`src/rtl/vga_screen_mux.sv`:
```
// Purpose: picks start screen, game, or blinking game-over as the source for the VGA pins; debounces the start key; moves START->PLAY->OVER->START.
// Latency: pins are registered, 1 cycle after the selected source. Mode changes land on the frame-boundary cycle.
// Backpressure: none. This is a free-running video stream, and requests that arrive mid-frame wait for the next boundary.
//
// Ports:
//   CLK_40M, RST             - clock and synchronous active-high reset
//   key_start_n              - raw active-low start button (asynchronous)
//   game_over                - one-cycle pulse from the game logic
//   start_* / game_*         - colour and sync from the two upstream sources
//   Vga_*, Hsync_sig, Vsync_sig - registered pin outputs
//   game_en                  - high while in PLAY
//   mode                     - 0=START, 1=PLAY, 2=OVER
module vga_screen_mux #(
    parameter int   DEB_CYCLES   = 800000,
    parameter int   BLINK_FRAMES = 30,
    parameter logic SYNC_ACTIVE  = 1'b0
) (
    input  logic       CLK_40M,
    input  logic       RST,
    input  logic       key_start_n,
    input  logic       game_over,
    input  logic       start_Vga_red,
    input  logic       start_Vga_green,
    input  logic       start_Vga_blue,
    input  logic       start_Hsync_sig,
    input  logic       start_Vsync_sig,
    input  logic       game_Vga_red,
    input  logic       game_Vga_green,
    input  logic       game_Vga_blue,
    input  logic       game_Hsync_sig,
    input  logic       game_Vsync_sig,
    output logic       Vga_red,
    output logic       Vga_green,
    output logic       Vga_blue,
    output logic       Hsync_sig,
    output logic       Vsync_sig,
    output logic       game_en,
    output logic [1:0] mode
);

    localparam int DEB_W = (DEB_CYCLES > 1) ? $clog2(DEB_CYCLES) : 1;
    localparam int BLK_W = (BLINK_FRAMES > 1) ? $clog2(BLINK_FRAMES) : 1;
    localparam logic [DEB_W-1:0] DEB_LAST = DEB_W'(DEB_CYCLES - 1);
    localparam logic [BLK_W-1:0] BLK_LAST = BLK_W'(BLINK_FRAMES - 1);

    typedef enum logic [1:0] {
        ST_START = 2'd0,
        ST_PLAY  = 2'd1,
        ST_OVER  = 2'd2
    } state_t;

    state_t           state;
    logic             pending;
    logic [BLK_W-1:0] blink_cnt;
    logic             blink_on;

    // ------------------------------------------------------------------
    // Key synchroniser and debounce.
    // The accepted level resets to "pressed" (0). If the key is held through
    // reset, it therefore matches and cannot produce a press. A released key
    // settles to 1 after one debounce period, and that 0->1 edge emits nothing.
    // ------------------------------------------------------------------
    logic             key_s1;
    logic             key_s2;
    logic             key_acc;
    logic [DEB_W-1:0] deb_cnt;
    logic             deb_mismatch;
    logic             press;

    assign deb_mismatch = (key_s2 != key_acc);
    assign press        = deb_mismatch && (deb_cnt == DEB_LAST) && key_acc;

    always_ff @(posedge CLK_40M) begin
        if (RST) begin
            key_s1  <= 1'b0;
            key_s2  <= 1'b0;
            key_acc <= 1'b0;
            deb_cnt <= '0;
        end else begin
            key_s1 <= key_start_n;
            key_s2 <= key_s1;
            if (!deb_mismatch) begin
                deb_cnt <= '0;
            end else if (deb_cnt == DEB_LAST) begin
                key_acc <= key_s2;
                deb_cnt <= '0;
            end else begin
                deb_cnt <= deb_cnt + 1'b1;
            end
        end
    end

    // ------------------------------------------------------------------
    // Frame boundary: the selected source's Vsync enters its active level.
    // Each source keeps its own history register. After a source switch,
    // the new source's edge is therefore judged against its own past and
    // never against the other source.
    // ------------------------------------------------------------------
    logic start_vs_d;
    logic game_vs_d;
    logic sel_vs;
    logic sel_vs_d;
    logic frame_edge;

    always_ff @(posedge CLK_40M) begin
        if (RST) begin
            // Resetting to the active level prevents a false edge when
            // reset releases in the middle of a sync pulse.
            start_vs_d <= SYNC_ACTIVE;
            game_vs_d  <= SYNC_ACTIVE;
        end else begin
            start_vs_d <= start_Vsync_sig;
            game_vs_d  <= game_Vsync_sig;
        end
    end

    assign sel_vs     = (state == ST_START) ? start_Vsync_sig : game_Vsync_sig;
    assign sel_vs_d   = (state == ST_START) ? start_vs_d      : game_vs_d;
    assign frame_edge = (sel_vs == SYNC_ACTIVE) && (sel_vs_d != SYNC_ACTIVE);

    // ------------------------------------------------------------------
    // Sequencer. Only one event matters in each state. In PLAY a press is
    // ignored, so a coincident game_over/press acts as game_over only.
    // ------------------------------------------------------------------
    logic evt;
    logic go;

    always_comb begin
        evt = 1'b0;
        case (state)
            ST_START: evt = press;
            ST_PLAY:  evt = game_over;
            ST_OVER:  evt = press;
            default:  evt = 1'b0;
        endcase
    end

    assign go = frame_edge && (pending || evt);

    always_ff @(posedge CLK_40M) begin
        if (RST) begin
            state     <= ST_START;
            game_en   <= 1'b0;
            pending   <= 1'b0;
            blink_cnt <= '0;
            blink_on  <= 1'b1;
        end else if (go) begin
            pending   <= 1'b0;
            blink_cnt <= '0;
            blink_on  <= 1'b1;
            case (state)
                ST_START: begin state <= ST_PLAY;  game_en <= 1'b1; end
                ST_PLAY:  begin state <= ST_OVER;  game_en <= 1'b0; end
                default:  begin state <= ST_START; game_en <= 1'b0; end
            endcase
        end else begin
            if (evt) begin
                pending <= 1'b1;
            end
            // The entry boundary starts the first "on" frame, so counting
            // begins with the next boundary.
            if ((state == ST_OVER) && frame_edge) begin
                if (blink_cnt == BLK_LAST) begin
                    blink_cnt <= '0;
                    blink_on  <= !blink_on;
                end else begin
                    blink_cnt <= blink_cnt + 1'b1;
                end
            end
        end
    end

    assign mode = state;

    // ------------------------------------------------------------------
    // Pin register: syncs and colour pass through the same stage.
    // ------------------------------------------------------------------
    always_ff @(posedge CLK_40M) begin
        if (RST) begin
            Vga_red   <= 1'b0;
            Vga_green <= 1'b0;
            Vga_blue  <= 1'b0;
            Hsync_sig <= !SYNC_ACTIVE;
            Vsync_sig <= !SYNC_ACTIVE;
        end else begin
            case (state)
                ST_START: begin
                    Vga_red   <= start_Vga_red;
                    Vga_green <= start_Vga_green;
                    Vga_blue  <= start_Vga_blue;
                    Hsync_sig <= start_Hsync_sig;
                    Vsync_sig <= start_Vsync_sig;
                end
                ST_PLAY: begin
                    Vga_red   <= game_Vga_red;
                    Vga_green <= game_Vga_green;
                    Vga_blue  <= game_Vga_blue;
                    Hsync_sig <= game_Hsync_sig;
                    Vsync_sig <= game_Vsync_sig;
                end
                default: begin
                    Vga_red   <= game_Vga_red   && blink_on;
                    Vga_green <= game_Vga_green && blink_on;
                    Vga_blue  <= game_Vga_blue  && blink_on;
                    Hsync_sig <= game_Hsync_sig;
                    Vsync_sig <= game_Vsync_sig;
                end
            endcase
        end
    end

endmodule

```
`config.mk`:
```
export PLATFORM = sky130hd
export DESIGN_NAME = vga_screen_mux
export DESIGN_NICKNAME = d
export VERILOG_FILES = /design/src/rtl/vga_screen_mux.sv
export SDC_FILE = /design/constraint.sdc
export NUM_CORES = 1
export LEC_CHECK = 0
export BUFFER_PORTS_ARGS = -buffer_cell sky130_fd_sc_hd__buf_2
export CAP_MARGIN = 20
export CORE_ASPECT_RATIO = 1.4
export CORE_MARGIN = 3
export CORE_UTILIZATION = 61
export DETAILED_ROUTE_END_ITERATION = 6
export PLACE_DENSITY = 0.89
export SLEW_MARGIN = 20
export SYNTH_ARGS = -nofsm -noshare
export SYNTH_HDL_FRONTEND = slang
export SYNTH_SLANG_ARGS = --single-unit
```
`constraint.sdc`:
```
create_clock -name CLK_40M -period 5.4 [get_ports CLK_40M]
set_clock_uncertainty 0.15 [all_clocks]
set_input_delay 1.08 -clock CLK_40M [delete_from_list [all_inputs] [get_ports CLK_40M]]
set_output_delay 1.08 -clock CLK_40M [all_outputs]
set_load 0.01 [all_outputs]
```
### Word level (Yosys, flattened, before mapping)

Cells that the tools add are included.

* logic and storage cells: 51
* input bits: 14
* flip-flop bits (word level): 40
* output and inout bits: 8

* eq/ne operators: 5
* add/subtract/negate cells: 2
* muxes and demuxes: 10
* reduce and logical (&&, ||, !) cells: 16
* bitwise gates (word level): 2

Operator list (number)
* 20-bit by 1-bit adder with 20-bit output (second input constant): 1
* 20-bit == test (second input constant): 1
* 1-bit logical AND: 8
* 1-bit case mux with 2 select lines: 4
* 5-bit by 1-bit adder with 5-bit output (second input constant): 1
* 5-bit == test (second input constant): 1
* 5-bit two-way mux: 1
* 1-bit two-way mux: 4
* 2-bit case mux with 2 select lines: 1
* 2-bit AND reduction: 2
* 2-bit OR reduction: 2
* 3-bit OR reduction: 1
* 2-bit by 1-bit == test with 1-bit output (second input constant): 1
* 2-bit == test (second input constant): 1
* 2-bit logical NOT: 1
* 1-bit inverter: 2
* 1-bit logical NOT: 1
* 1-bit logical OR: 1
* 1-bit inequality test: 1

### Depth between registers and ports, before layout

* depth in word-level cells: 7
* gate-level depth with buffers: 7
* depth with buffers taken out: 6

### Worst setup path before layout

OpenSTA, ideal clock, no wires.

* path type: in2reg
* from: in game_Vsync_sig
* to: reg blink_cnt[0]
* arrival time: 2.042 ns
* setup time: 0.095 ns
* setup slack: 3.113 ns
* data required time: 5.155 ns
* cell stages on the path: 4
* path buffers: 1
* cell sequence: nor4bb_1 > buf_2 > or3b_1 > a221oi_1

* word-level cells in the longest chain between the ends: 5
* elaborated cells between the ends (all ways): 6
* those cells by class: mux (1); bitwise (1); reduce/logical (4)

RTL lines
* start: declaration: line 31 `input logic game_Vsync_sig,`
* 1-bit two-way mux *: line 117 `assign sel_vs = (state == ST_START) ? start_Vsync_sig : game_Vsync_sig;`
* 1-bit inverter *: line 119 `assign frame_edge = (sel_vs == SYNC_ACTIVE) && (sel_vs_d != SYNC_ACTIVE);`
* 1-bit logical AND *: line 119
* 1-bit logical AND: line 138 `assign go = frame_edge && (pending || evt);`
* 2-bit OR reduction (no line)
* end signal: assignment: line 167 `blink_cnt <= blink_cnt + 1'b1;`
* end: declaration: line 54 `logic [BLK_W-1:0] blink_cnt;`

Mark *: on every way between the ends. The rest lies on a longest branch, timed or not.
A chain may end at the register's enable or synchronous reset.

### Final worst setup path

Ends and elaborated chain as after synthesis.

==> impl_metrics.py <==
metrics = {
    "clock_tree": {
        "cts_resized": 0,
        "cts_tree": "done",
        "path_clk_slew_ns": 0.07,
        "clock-sinks": 39,
        "cts_root_buf": "clkbuf_8",
        "cts_made_buffers": 5,
        "insertion_delay_ns": 0.29,
        "htree_levels": 2,
        "postCtsSetupBuffers": 0,
        "cts_buffer_depth": 2,
        "hold_buffers": 0,
    },
    "worst_setup_path": {
        "worst_ep_required_time_ns": 5.45,
        "cpPeakStageDelay_ns": 0.64,
        "critPathMaxFanout": 9,
        "slowest_stage": "nor4bb_2",
        "crit_family": "simple AND/OR/NAND/NOR gates",
        "crit_buf_inv": 1,
        "worstReg2RegStart": "mode[1]$_SDFFE_PP0P_",
        "regToRegSetupSlack_ns": 3.21,
        "startpoint_type": "input pin",
        "endpoint_kind": "register",
        "arrival_ns": 2.48,
        "r2r_end": "blink_cnt[0]$_SDFFE_PP0P_",
        "path_cells": "buf_2 > nor4bb_2 > or3b_1 > a221oi_1",
        "crit_type": "in -> reg",
        "r2r_cells": 3,
    },
    "floorplan": {
        "core_um2": 2910,
        "io_pins": 22,
        "start_util": 0.644,
        "die_h_um": 71.5,
        "dieArea_um2": 3780,
        "rows": 23,
        "die-width_um": 52.8,
    },
    "yosys": {
        "synth-seq-cells": 39,
        "yosysSeqAreaShare": 0.417,
        "async_flop_share": 0,
        "synthCells": 201,
        "syn_avg_cell_area_um2": 9.31,
        "synth.net_count": 218,
        "netlist_area_um2": 1870,
        "synth_edf_count": 0,
        "synth_area_leaders": "dfxtp_1, nor2_1, xnor2_1",
        "synth_ff_type": "dfxtp_1",
        "yosysTopAreaCellShare": 0.417,
        "synth_top_cell_by_area": "dfxtp_1",
        "yosysWarnings": 0,
        "yosys.cell_types.count": 47,
    },
    "cells_and_area": {
        "areaGrowthSynthToFinish_pct": 10.8,
        "finalCoreUtilization": 0.713,
        "drive_gt1_frac": 0.182,
        "seq_area_um2": 781,
        "largest_reg_flops": 20,
        "regMostFlops": "deb_cnt",
        "largestRegisters": "deb_cnt: 20 flops, blink_cnt: 5 flops",
        "antenna_cells": 0,
        "n_fill_cell": 220,
        "instances_no_fill": 257,
        "final_nets": 237,
        "layout.cells.most_common": "dfxtp_1",
        "multiInputGateArea_um2": 1030,
        "layout_common_cells": "dfxtp_1, nor2_1, buf_2, a21oi_1, nand2_1",
    },
    "drt": {
        "wl_per_cell_um": 14.3,
        "drt-initial-drc-count": 46,
        "drt-pass1-iter-count": 4,
        "drtAntennaViolNets": 0,
        "via_count": 1504,
        "routed_wl_mm": 3.66,
        "route.detailed.drc": 0,
        "viasPerCell": 5.85,
    },
    "global_routing": {
        "grt_pass1_vias": 1443,
        "antenna_found_initial": 0,
        "overflow": 0,
        "grt_pass1_wl_mm": 6.25,
        "grt_usage": 0.221,
        "grt_max_degree": 21,
    },
    "sta": {
        "fmax_mhz": 412,
        "relSlewSlack": 0.521,
        "period_share": 0.450,
        "worstMarginPinSlew_ns": 0.708,
        "drv_slew": 0,
        "fin_ws_ns": 2.97,
        "finalSetupTns_ns": 0,
        "min_period_ns": 2.43,
        "hold_viol_final": 0,
        "setup_viol": 0,
        "rsz0062_at_grt": "false",
    },
    "power": {
        "peakVddDrop_mv": 0.222,
        "power.total_mw": 0.544,
        "power_density_nw_per_um2": 263,
        "leakagePower_nw": 0.733,
    },
    "run": {
        "cap_violations": 0,
    },
    "min_path": {
        "min_from": "key_s1$_SDFF_PP0_",
        "hold_path_class": "reg -> reg",
        "min_path_cells": 1,
        "holdPathEnd": "key_s2$_SDFF_PP0_",
    },
    "placed_design": {
        "dpl.hpwl_mm": 2.61,
        "gp_congestion": 0.810,
        "port_buffers": 21,
        "placed_cells": 250,
        "dp_slack_ns": 2.41,
    },
    "run_status": {
        "status": "completed",
    },
}
cell families after synthesis:
logic type      synth area share
simple gates               0.312
flops                      0.417
compound gates             0.118
xor+xnor                  0.0796
buf+inv                   0.0375
mux                       0.0161
fa+ha+maj                 0.0201
synthesized netlist by cell type (3+ instances only):
cell type   n
mux2i_1     3
nand2_1    10
dfxtp_1    39
xor2_1      8
nand3_1     4
nand2b_1    3
nor3_1      5
nor2_1     26
ha_1        3
a21oi_1    10
or3_1       6
and4_1      4
xnor2_1     9
and3_1      3
nand4_1     9
nor2b_1     6
o21ai_0     8
a31oi_1     4
inv_1       3
per-layer routing:
layer	track usage	up-vias	share of wire
li1	-	758	-
met1	0.235	706	0.38
met2	0.402	34	0.56
met3	0.0582	6	0.043
met4	0.0795	0	0.015
met5	0	-	0
through the flow:
stage / hold WS, ns / area (um2)
after floorplan: 0.264 / 1870
after global placement: 0.285 / 1960
after detailed placement: 0.279 / 1960
after CTS: 0.299 / 2070
after global routing: 0.320 / 2070
final: 0.293 / 2070
worst max path at each step:
| stage | start | endpoint | cells after the start |
|---|---|---|---|
| global route | game_Vsync_sig | blink_cnt[0]$_SDFFE_PP0P_ | 4 |
| floorplan | game_Vsync_sig | blink_cnt[0]$_SDFFE_PP0P_ | 4 |
| global placement | game_Vsync_sig | blink_cnt[0]$_SDFFE_PP0P_ | 4 |
| CTS | game_Vsync_sig | blink_cnt[0]$_SDFFE_PP0P_ | 4 |
| finish | game_Vsync_sig | blink_cnt[0]$_SDFFE_PP0P_ | 4 |
| detailed placement | game_Vsync_sig | blink_cnt[0]$_SDFFE_PP0P_ | 4 |
report_power, final:
group | switching [mW] | internal [mW]
Sequential | 0.00166 | 0.291
Combinational | 0.0118 | 0.00977
Clock | 0.0944 | 0.135
Total | 0.108 | 0.436
layout make-up:
type,instances,share of cell area
clock buffer,6,0.0350
sequential,39,0.377
clock inverter,1,0.0145
multi-input combinational,150,0.495
timing repair buffer,21,0.0507
inverter,3,0.00543
tap,37,0.0223
Note: power is estimated with default switching activity, not from simulation.
